[config.mk]
export PLATFORM = sky130hd
export DESIGN_NAME = regfile_bank
export DESIGN_NICKNAME = d
export VERILOG_FILES = /design/src/rtl/regfile_pkg.sv /design/src/rtl/regfile_clear_seq.sv /design/src/rtl/regfile_bank.sv
export SDC_FILE = /design/constraint.sdc
export NUM_CORES = 1
export LEC_CHECK = 0
export BUFFER_PORTS_ARGS = -buffer_cell sky130_fd_sc_hd__buf_4
export CAP_MARGIN = 30
export CORE_MARGIN = 4
export CORE_UTILIZATION = 58
export CTS_BUF_LIST = sky130_fd_sc_hd__clkbuf_4 sky130_fd_sc_hd__clkbuf_8
export DETAILED_ROUTE_END_ITERATION = 6
export GPL_TIMING_DRIVEN = 0
export MAX_ROUTING_LAYER = met4
export PLACE_DENSITY = 0.78
export SYNTH_ARGS = -nofsm -noshare
export SYNTH_HDL_FRONTEND = slang
export SYNTH_SLANG_ARGS = --single-unit
export TNS_END_PERCENT = 5
[constraint.sdc]
create_clock -name clk -period 2.2 [get_ports clk]
set_input_delay 0.22 -clock clk [delete_from_list [all_inputs] [get_ports clk]]
set_output_delay 0.22 -clock clk [all_outputs]
set_load 0.05 [all_outputs]
[src/rtl/regfile_pkg.sv]
// Shared types and default sizes for the parametrised register file.
// No logic; latency and backpressure are not applicable.
// Holds the clear-sequencer state encoding and default width/depth values.
package regfile_pkg;

    localparam int DEF_DATA_W = 16;
    localparam int DEF_ADDR_W = 4;

    typedef enum logic [1:0] {
        IDLE  = 2'd0,
        CLEAR = 2'd1,
        DONE  = 2'd2
    } clr_state_t;

endpackage

[src/rtl/regfile_clear_seq.sv]
// Bulk-clear sequencer: walks every register address once, emitting one zero-write per cycle.
// Latency: busy rises the cycle after clr_req; 2**ADDR_W cycles in CLEAR, then a one-cycle clr_done.
// Backpressure: clr_req is honoured only in IDLE; requests in CLEAR or DONE are dropped, not queued.
// Ports: clk, rst (async active-low), clr_req in; busy, clr_done (registered), clr_en, clr_addr out.
module regfile_clear_seq
    import regfile_pkg::*;
#(
    parameter int ADDR_W = DEF_ADDR_W
) (
    input  logic              clk,
    input  logic              rst,
    input  logic              clr_req,
    output logic              busy,
    output logic              clr_done,
    output logic              clr_en,
    output logic [ADDR_W-1:0] clr_addr
);

    clr_state_t        state;
    logic [ADDR_W-1:0] cnt;

    always_ff @(posedge clk or negedge rst) begin
        if (!rst) begin
            state    <= IDLE;
            cnt      <= '0;
            busy     <= 1'b0;
            clr_done <= 1'b0;
        end else begin
            case (state)
                IDLE: begin
                    clr_done <= 1'b0;
                    if (clr_req) begin
                        state <= CLEAR;
                        cnt   <= '0;
                        busy  <= 1'b1;
                    end
                end
                CLEAR: begin
                    // Last address reached: leave without incrementing so the counter never wraps.
                    if (cnt == '1) begin
                        state    <= DONE;
                        busy     <= 1'b0;
                        clr_done <= 1'b1;
                    end else begin
                        cnt <= cnt + 1'b1;
                    end
                end
                DONE: begin
                    state    <= IDLE;
                    clr_done <= 1'b0;
                end
                default: begin
                    state    <= IDLE;
                    busy     <= 1'b0;
                    clr_done <= 1'b0;
                end
            endcase
        end
    end

    assign clr_en   = (state == CLEAR);
    assign clr_addr = cnt;

endmodule

[src/rtl/regfile_bank.sv]
// Two-write / two-read register file with same-cycle bypass, optional zero register and bulk clear.
// Latency: reads combinational; writes visible in storage after the next rising edge; conflict flag 1 cycle late.
// Backpressure: none; writes presented while a clear is running (busy or clr_done) are dropped.
// Ports: rd_addr1/2 -> rd_data1/2; we1/wa1/wd1 and we2/wa2/wd2 write ports (port 2 wins a tie);
//        clr_req -> busy/clr_done; wr_conflict pulse; mon_data = stored value of register MON_REG.
module regfile_bank
    import regfile_pkg::*;
#(
    parameter int DATA_W   = DEF_DATA_W,
    parameter int ADDR_W   = DEF_ADDR_W,
    parameter int ZERO_REG = 1,
    parameter int BYPASS   = 1,
    parameter int MON_REG  = 15
) (
    input  logic              clk,
    input  logic              rst,
    input  logic [ADDR_W-1:0] rd_addr1,
    input  logic [ADDR_W-1:0] rd_addr2,
    output logic [DATA_W-1:0] rd_data1,
    output logic [DATA_W-1:0] rd_data2,
    input  logic              we1,
    input  logic [ADDR_W-1:0] wa1,
    input  logic [DATA_W-1:0] wd1,
    input  logic              we2,
    input  logic [ADDR_W-1:0] wa2,
    input  logic [DATA_W-1:0] wd2,
    input  logic              clr_req,
    output logic              busy,
    output logic              clr_done,
    output logic              wr_conflict,
    output logic [DATA_W-1:0] mon_data
);

    localparam int DEPTH = 1 << ADDR_W;

    logic [DATA_W-1:0] regs [DEPTH];

    logic              clr_en;
    logic [ADDR_W-1:0] clr_addr;
    logic              wr_ok;
    logic              we1_eff;
    logic              we2_eff;

    regfile_clear_seq #(
        .ADDR_W (ADDR_W)
    ) u_clear_seq (
        .clk      (clk),
        .rst      (rst),
        .clr_req  (clr_req),
        .busy     (busy),
        .clr_done (clr_done),
        .clr_en   (clr_en),
        .clr_addr (clr_addr)
    );

    // Sequencer is idle exactly when neither busy (CLEAR) nor clr_done (DONE) is set.
    assign wr_ok = !busy && !clr_done;

    // Writes to the hardwired zero register are squashed here, so they neither
    // land in storage, bypass, nor raise the conflict flag.
    assign we1_eff = we1 && wr_ok && !((ZERO_REG != 0) && (wa1 == '0));
    assign we2_eff = we2 && wr_ok && !((ZERO_REG != 0) && (wa2 == '0));

    always_ff @(posedge clk or negedge rst) begin
        if (!rst) begin
            for (int i = 0; i < DEPTH; i++) begin
                regs[i] <= '0;
            end
            wr_conflict <= 1'b0;
        end else begin
            if (clr_en) begin
                regs[clr_addr] <= '0;
            end else begin
                if (we1_eff) regs[wa1] <= wd1;
                // Later assignment gives port 2 priority on an address tie.
                if (we2_eff) regs[wa2] <= wd2;
            end
            wr_conflict <= we1_eff && we2_eff && (wa1 == wa2);
        end
    end

    always_comb begin
        rd_data1 = regs[rd_addr1];
        if (BYPASS != 0) begin
            if (we2_eff && (wa2 == rd_addr1)) begin
                rd_data1 = wd2;
            end else if (we1_eff && (wa1 == rd_addr1)) begin
                rd_data1 = wd1;
            end
        end
        if ((ZERO_REG != 0) && (rd_addr1 == '0)) rd_data1 = '0;
    end

    always_comb begin
        rd_data2 = regs[rd_addr2];
        if (BYPASS != 0) begin
            if (we2_eff && (wa2 == rd_addr2)) begin
                rd_data2 = wd2;
            end else if (we1_eff && (wa1 == rd_addr2)) begin
                rd_data2 = wd1;
            end
        end
        if ((ZERO_REG != 0) && (rd_addr2 == '0)) rd_data2 = '0;
    end

    assign mon_data = regs[ADDR_W'(MON_REG)];

endmodule

==> impl_metrics.py, run 1 <==
metrics = {
    "outcome": {
        "outcome": "finished, violations left",
        "violations": "DRC, setup timing",
    },
    "worst_hold_path": {
        "whs_path_depth": 3,
        "hold_path.startpoint": "wd2[3]",
        "hold_path_class": "input port to register",
        "min_to": "regs[67]",
    },
    "global_route": {
        "grt_usage_pct": 48.5,
        "grt_overflow": 0,
        "grt_first_pass_wirelength_um": 126000,
        "antenna_found_initial": 1,
        "grt_max_degree": 104,
        "grt_pass1_vias": 20104,
    },
    "die": {
        "die_w_um": 190,
        "io_pins": 104,
        "row_count": 66,
        "dieHeight_um": 190,
        "start_util_pct": 58.8,
        "core_region_area_sq_um": 32500,
        "die-area_sq_um": 35900,
    },
    "critical_path": {
        "worst_ep_arrival_time_ns": 2.80,
        "r2r_cells": 7,
        "setup.worst_path.start_class": "register",
        "worst_r2r_endpoint": "regs[119]",
        "crit_path_max_fanout": 2,
        "worstSetupPathType": "register to primary output",
        "endpoint_kind": "primary output",
        "rr_startpoint": "u_clear_seq.clr_done",
        "r2r_setup_slack_ns": -0.52,
        "cp_data_required_time_ns": 1.98,
    },
    "sta": {
        "fmax_mhz": 332,
        "finalHoldViolCount": 0,
        "finalCritPeriodShare_pct": 137,
        "clock-skew-final_ns": 0.0344,
        "setup_viol": 275,
        "fin_ws_ns": -0.816,
        "whs_ns": 0.0332,
        "rsz0062_at_grt": "true",
        "tightest_slew_ns": 1.20,
        "final.min_clock_period_ns": 3.02,
        "drv_slew": 0,
        "slew_headroom_pct": 20.3,
    },
    "drt": {
        "drt-vias-per-instance": 7.89,
        "post_drt_wl_per_cell_um": 32.6,
        "dr.pass1.iters": 7,
        "num_vias": 21221,
        "drc_errors": 2,
        "drtIter0Drc": 4057,
        "wl_um": 87600,
        "drtAntennaViolNets": 0,
    },
    "clock_network": {
        "clk_latency_ns": 0.66,
        "clock_path_buffers": 3,
        "cts_root_buffer": "clkbuf_8",
        "numCtsBuffers": 50,
        "clkTransAtPathRegs_ns": 0.06,
        "cts_tree": "yes",
        "cts_sinks": 265,
        "htree_num_levels": 2,
    },
    "synthesis": {
        "synth_edf_count": 0,
        "synth.top_cell.area_share_pct": 34.7,
        "yosys.area.top_type": "dfrtp_1",
        "synth_top_flop_cell": "dfrtp_1",
        "ys_warn_count": 0,
        "postSynth.asyncResetShare_pct": 100,
        "synthCells": 2020,
        "synth_seq_cells": 265,
        "synth.area.top_cells": "dfrtp_1 (35%), mux4_2 (15%), o21ai_0 (10%)",
        "synth_area_per_cell_sq_um": 9.47,
        "netlist_area_sq_um": 19100,
        "ys_types": 53,
        "yosysSeqAreaShare_pct": 34.7,
    },
    "final_layout": {
        "final_common_cell": "o21ai_0",
        "fillCellCount": 2381,
        "final_cell_mix": "o21ai_0 (272), dfrtp_1 (263), a21oi_1 (241)",
        "synthToLayoutAreaGrowth_pct": 24.5,
        "seq_area_sq_um": 6630,
        "fin_nets": 2265,
        "drive_above_1_share_pct": 32.0,
        "multi_input_area_sq_um": 12700,
    },
    "placed_design": {
        "place.gp.congestion": 1.12,
        "numPortBuffers": 57,
        "pre_cts_slack_ns": -0.943,
        "hpwl_um": 61600,
    },
    "pwr": {
        "vdd_drop_max_v": 0.000861,
        "power.total_w": 0.0256,
        "p_leak_nw": 9.17,
        "power_density_nw_per_um2": 1070,
    },
    "job": {
        "drv_cap": 0,
    },
}
## how the worst max path moves through the flow
stage	from	to	slack, ns	cells after the start
final	regs[45]	rd_data2[13]	-0.82	5
after global routing	regs[45]	rd_data2[13]	-0.80	5
after CTS	regs[45]	rd_data2[13]	-0.74	5
after detailed placement	rd_addr2[1]	rd_data2[0]	-0.94	8
after global placement	rst	u_clear_seq.clr_done	-1.78	1
after floorplan	wa2[0]	rd_data1[11]	-0.15	6
## synthesized netlist by cell type (22+ instances only)
master / count
a21oi_1: 243
a22oi_1: 32
a32oi_1: 30
buf_2: 44
buf_4: 22
clkbuf_1: 179
dfrtp_1: 265
mux2_2: 30
mux2i_1: 76
mux4_2: 130
nand2_1: 73
nand2b_1: 35
nor2_1: 61
o21ai_0: 389
o21ai_1: 78
o2bb2ai_1: 144
o31ai_1: 48
## registers in the layout, summed over array words and instances (netlist names)
| name | flops |
|---|---|
| regs | 256 |
| u_clear_seq.busy | 1 |
| u_clear_seq.clr_addr | 4 |
| u_clear_seq.clr_done | 1 |
| u_clear_seq.state | 2 |
| wr_conflict | 1 |
## what timing repair did
action | 4_1_cts | 5_1_grt
gates resized for setup | 321 | 231
setup buffers | 30 | 8
hold buffers | 19 | 0
setup endpoints to repair | 272 | 279
pin swaps | 22 | 19
endpoints found under the hold margin | 123 | 0
cloned | 2 | 1
## cells by family (layout without fill, tap and decap cells)
| group | Yosys count | in the layout | synth area share, % |
|---|---|---|---|
| AO/OA/AOI/OAI | 993 | 993 | 30.9 |
| flip-flops | 265 | 265 | 34.7 |
| buffers and inverters | 264 | 476 | 5.91 |
| multiplexers | 236 | 236 | 21.1 |
| AND/OR/NAND/NOR | 236 | 236 | 6.20 |
| XOR/XNOR | 21 | 21 | 0.962 |
| adder cells (fa/ha/maj) | 4 | 4 | 0.262 |
| other | 1 | 17 | 0.0196 |
## stage by stage
| stage | setup TNS (ns) | cell area [sq um] | cells | util (%) |
|---|---|---|---|---|
| 4_1_cts | -33.41 | 23100 | 2681 | 70.9 |
| 3_3_place_gp | -495.17 | 20400 | 2534 | 62.7 |
| 3_5_place_dp | -105.83 | 20500 | 2539 | 63.0 |
| 6_report | -68.28 | 23800 | 2690 | 73.2 |
| 2_1_floorplan | -2.10 | 19400 | 2035 | - |
| 5_1_grt | -80.24 | 23800 | 2690 | 73.2 |
## power breakdown
part,leakage [nW],internal [W],switching (W)
Clock,0.599,0.00309,0.00244
Combinational,4.92,0.00462,0.00842
Sequential,3.65,0.00591,0.00108
Total,9.17,0.0136,0.0119
## cell type report
type	instances	share of cell area (%)
multi-input combinational	1506	53.3
sequential	265	27.9
clock inverter	9	0.294
timing repair buffer	121	5.07
clock buffer	82	4.37
buffer	260	6.70
antenna	1	0.0105
inverter	4	0.0631
tap	442	2.32
## per-layer routing
layer / track usage (%) / vias to the layer above / wire, um
met2: 64.8 / 2341 / 34600
li1: - / 8139 / -
met5: - / - / 0
met3: 16.8 / 611 / 14800
met1: 62.3 / 10130 / 29600
met4: 32.3 / 0 / 8690
## worst max-delay path, cell delays in order, from the launching register on
cell and delay [ns]:
dfrtp_1 0.43, mux4_2 0.52, mux4_2 0.49, mux2_4 0.28
a22o_4 0.25, buf_8 0.16
No activity file was read; power rests on OpenSTA's default activity.
==> inputs of run 2 (changes only) <==
Settings changed: CORE_ASPECT_RATIO set to 0.75, PLACE_DENSITY 0.78 to 0.88.
==> run 2 against run 1 <==
  * The run still ends with DRC, setup timing left
  * Cell area shrank 1.2%
  * Die area about the same
  * Fmax rose by 1.9%
  * Clock-buffer cell count fell by 8
  * Non-clock buffer count decreased by 18
  * Utilization is 0.67 points lower
  * Power fell by 2.0%
  * Critical path depth unchanged
  * Sequential power decreased by 0.9%
  * Clock skew fell by 0.020 ns
  * Critical endpoint unchanged
==> impl_metrics.py, run 2 (synthesized netlist as in run 1, its figures left out) <==
metrics = {
    "critical_path": {
        "worstSetupPathType": "register to primary output",
        "endpoint_kind": "primary output",
        "worst_ep_arrival_time_ns": 2.74,
        "worst_r2r_endpoint": "regs[231]",
        "crit_path_max_fanout": 3,
        "rr_startpoint": "u_clear_seq.clr_done",
        "r2r_cells": 7,
        "setup.worst_path.start_class": "register",
        "r2r_setup_slack_ns": -0.40,
        "cp_data_required_time_ns": 1.98,
    },
    "sta": {
        "drv_slew": 0,
        "finalCritPeriodShare_pct": 135,
        "fin_ws_ns": -0.760,
        "clock-skew-final_ns": 0.0146,
        "setup_viol": 259,
        "fin_tns_setup_ns": -52.23,
        "final.min_clock_period_ns": 2.96,
        "fmax_mhz": 338,
        "tightest_slew_ns": 1.07,
        "rsz0062_at_grt": "true",
        "slew_headroom_pct": 28.9,
        "finalHoldViolCount": 0,
    },
    "outcome": {
        "violations": "DRC, setup timing",
        "outcome": "finished, violations left",
    },
    "drt": {
        "drtIter0Drc": 3864,
        "drt-vias-per-instance": 7.82,
        "drtAntennaViolNets": 0,
        "post_drt_wl_per_cell_um": 32.7,
        "num_vias": 20894,
        "drc_errors": 1,
        "dr.pass1.iters": 7,
        "wl_um": 87500,
    },
    "die": {
        "core_region_area_sq_um": 32400,
        "dieHeight_um": 165,
        "die_w_um": 218,
        "die-area_sq_um": 36000,
        "row_count": 57,
        "io_pins": 104,
        "start_util_pct": 58.9,
    },
    "placed_design": {
        "hpwl_um": 64200,
        "place_area_sq_um": 20500,
        "place.gp.congestion": 1.07,
        "numPortBuffers": 57,
    },
    "pwr": {
        "power_density_nw_per_um2": 1070,
        "seqPwrFrac_pct": 27.6,
        "clkPwrFrac_pct": 21.1,
        "switching_power_w": 0.0118,
        "switching_share_pct": 47.0,
        "p_comb_share_pct": 51.3,
        "p_int_w": 0.0133,
        "vdd_drop_max_v": 0.00110,
        "p_leak_nw": 9.05,
    },
    "global_route": {
        "grt_overflow": 0,
        "antenna_found_initial": 6,
        "grt_first_pass_wirelength_um": 126000,
        "grt_usage_pct": 48.7,
        "grt_pass1_vias": 19567,
        "grt_max_degree": 98,
    },
    "worst_hold_path": {
        "hold_path.startpoint": "wd2[0]",
        "min_to": "regs[64]",
        "hold_path_class": "input port to register",
        "whs_path_depth": 3,
    },
    "clock_network": {
        "numCtsBuffers": 47,
        "clock_path_buffers": 3,
        "htree_num_levels": 2,
        "clkTransAtPathRegs_ns": 0.06,
        "cts_sinks": 265,
        "cts_tree": "yes",
        "clk_latency_ns": 0.63,
        "cts_root_buffer": "clkbuf_8",
    },
    "final_layout": {
        "synthToLayoutAreaGrowth_pct": 23.1,
        "drive_above_1_share_pct": 30.5,
        "largest_reg_flops": 256,
        "regMostFlops": "regs",
        "final_cell_mix": "o21ai_0 (284), dfrtp_1 (262), a21oi_1 (241)",
        "final_cell_area_sq_um": 23500,
        "fin_nets": 2244,
        "final_common_cell": "o21ai_0",
    },
    "job": {
        "drv_cap": 0,
    },
}
==> run 2: cell count changes in the layout (fill, tap and decap cells not counted), moves of 5 or more <==
cell           delta
nand2b_2          -8
o31ai_2          -15
clkbuf_4         -13
clkbuf_2         +12
nand2b_1          +8
o21ai_0          +12
dlygate4sd3_1    -14
diode_2           +5
o21ai_2          -19
o21ai_1           +8
clkbuf_8          -9
o31ai_1          +11
clkbuf_1          -5
==> run 2: through the flow <==
step,util (%),power [W],setup WS [ns],hold slack (ns),std cells
floorplan,-,0.0139,-0.146,-0.0756,2035
finish,72.5,0.0251,-0.760,0.0104,2672
global placement,62.9,0.0171,-1.80,0.461,2534
CTS,70.4,0.0235,-0.715,0.000667,2651
global route,72.5,0.0259,-0.769,0.00285,2672
detailed placement,63.2,0.0175,-1.00,0.281,2538
==> run 2: worst max-delay path: stages, from the launching register on <==
cell     delay [ns]
dfrtp_1        0.42
mux4_2         0.51
mux4_2         0.50
mux2_2         0.30
a22o_4         0.25
buf_8          0.15
==> run 2: final cells by class <==
cell class,instances,area [sq um]
Clock inverter,12,91.3
Multi-Input combinational cell,1506,12600
Inverter,4,15.0
Buffer,260,1540
Tap cell,442,553
Fill cell,2408,8920
Sequential cell,265,6640
Clock buffer,74,950
Timing Repair Buffer,103,1100
Antenna cell,6,15.0
==> run 2: power groups by stage <==
stage               logic (W)  clock network (W)  registers (W)
floorplan             0.00726                  0        0.00661
global placement       0.0102                  0        0.00687
detailed placement     0.0106                  0        0.00694
CTS                    0.0115            0.00520        0.00686
global route           0.0135            0.00545        0.00700
finish                 0.0129            0.00528        0.00693
==> run 2: worst max-delay path by stage <==
stage / to / startpoint / slack, ns / cells past startpoint
after global routing: rd_data2[13] / regs[13] / -0.77 / 5
final: rd_data2[13] / regs[13] / -0.76 / 5
after CTS: rd_data1[3] / regs[67] / -0.71 / 5
after global placement: u_clear_seq.clr_done / rst / -1.80 / 1
after floorplan: rd_data1[11] / wa2[0] / -0.15 / 6
after detailed placement: rd_data1[5] / rd_addr1[2] / -1.00 / 10
==> run 2: what timing repair did <==
action	4_1_cts	5_1_grt
hold endpoints to repair	96	0
resized for setup	311	186
endpoints found under the setup margin	273	274
setup buffers	20	13
hold buffers	5	0
pin swaps	18	23
gates cloned	2	2
==> run 2: layer usage <==
layer	share of wire, %	routed length, um	track usage, %
met1	36	31800	65.5
met2	39	33800	63.2
met3	18	15600	19.0
met4	7.3	6360	25.8
met5	0	0	-
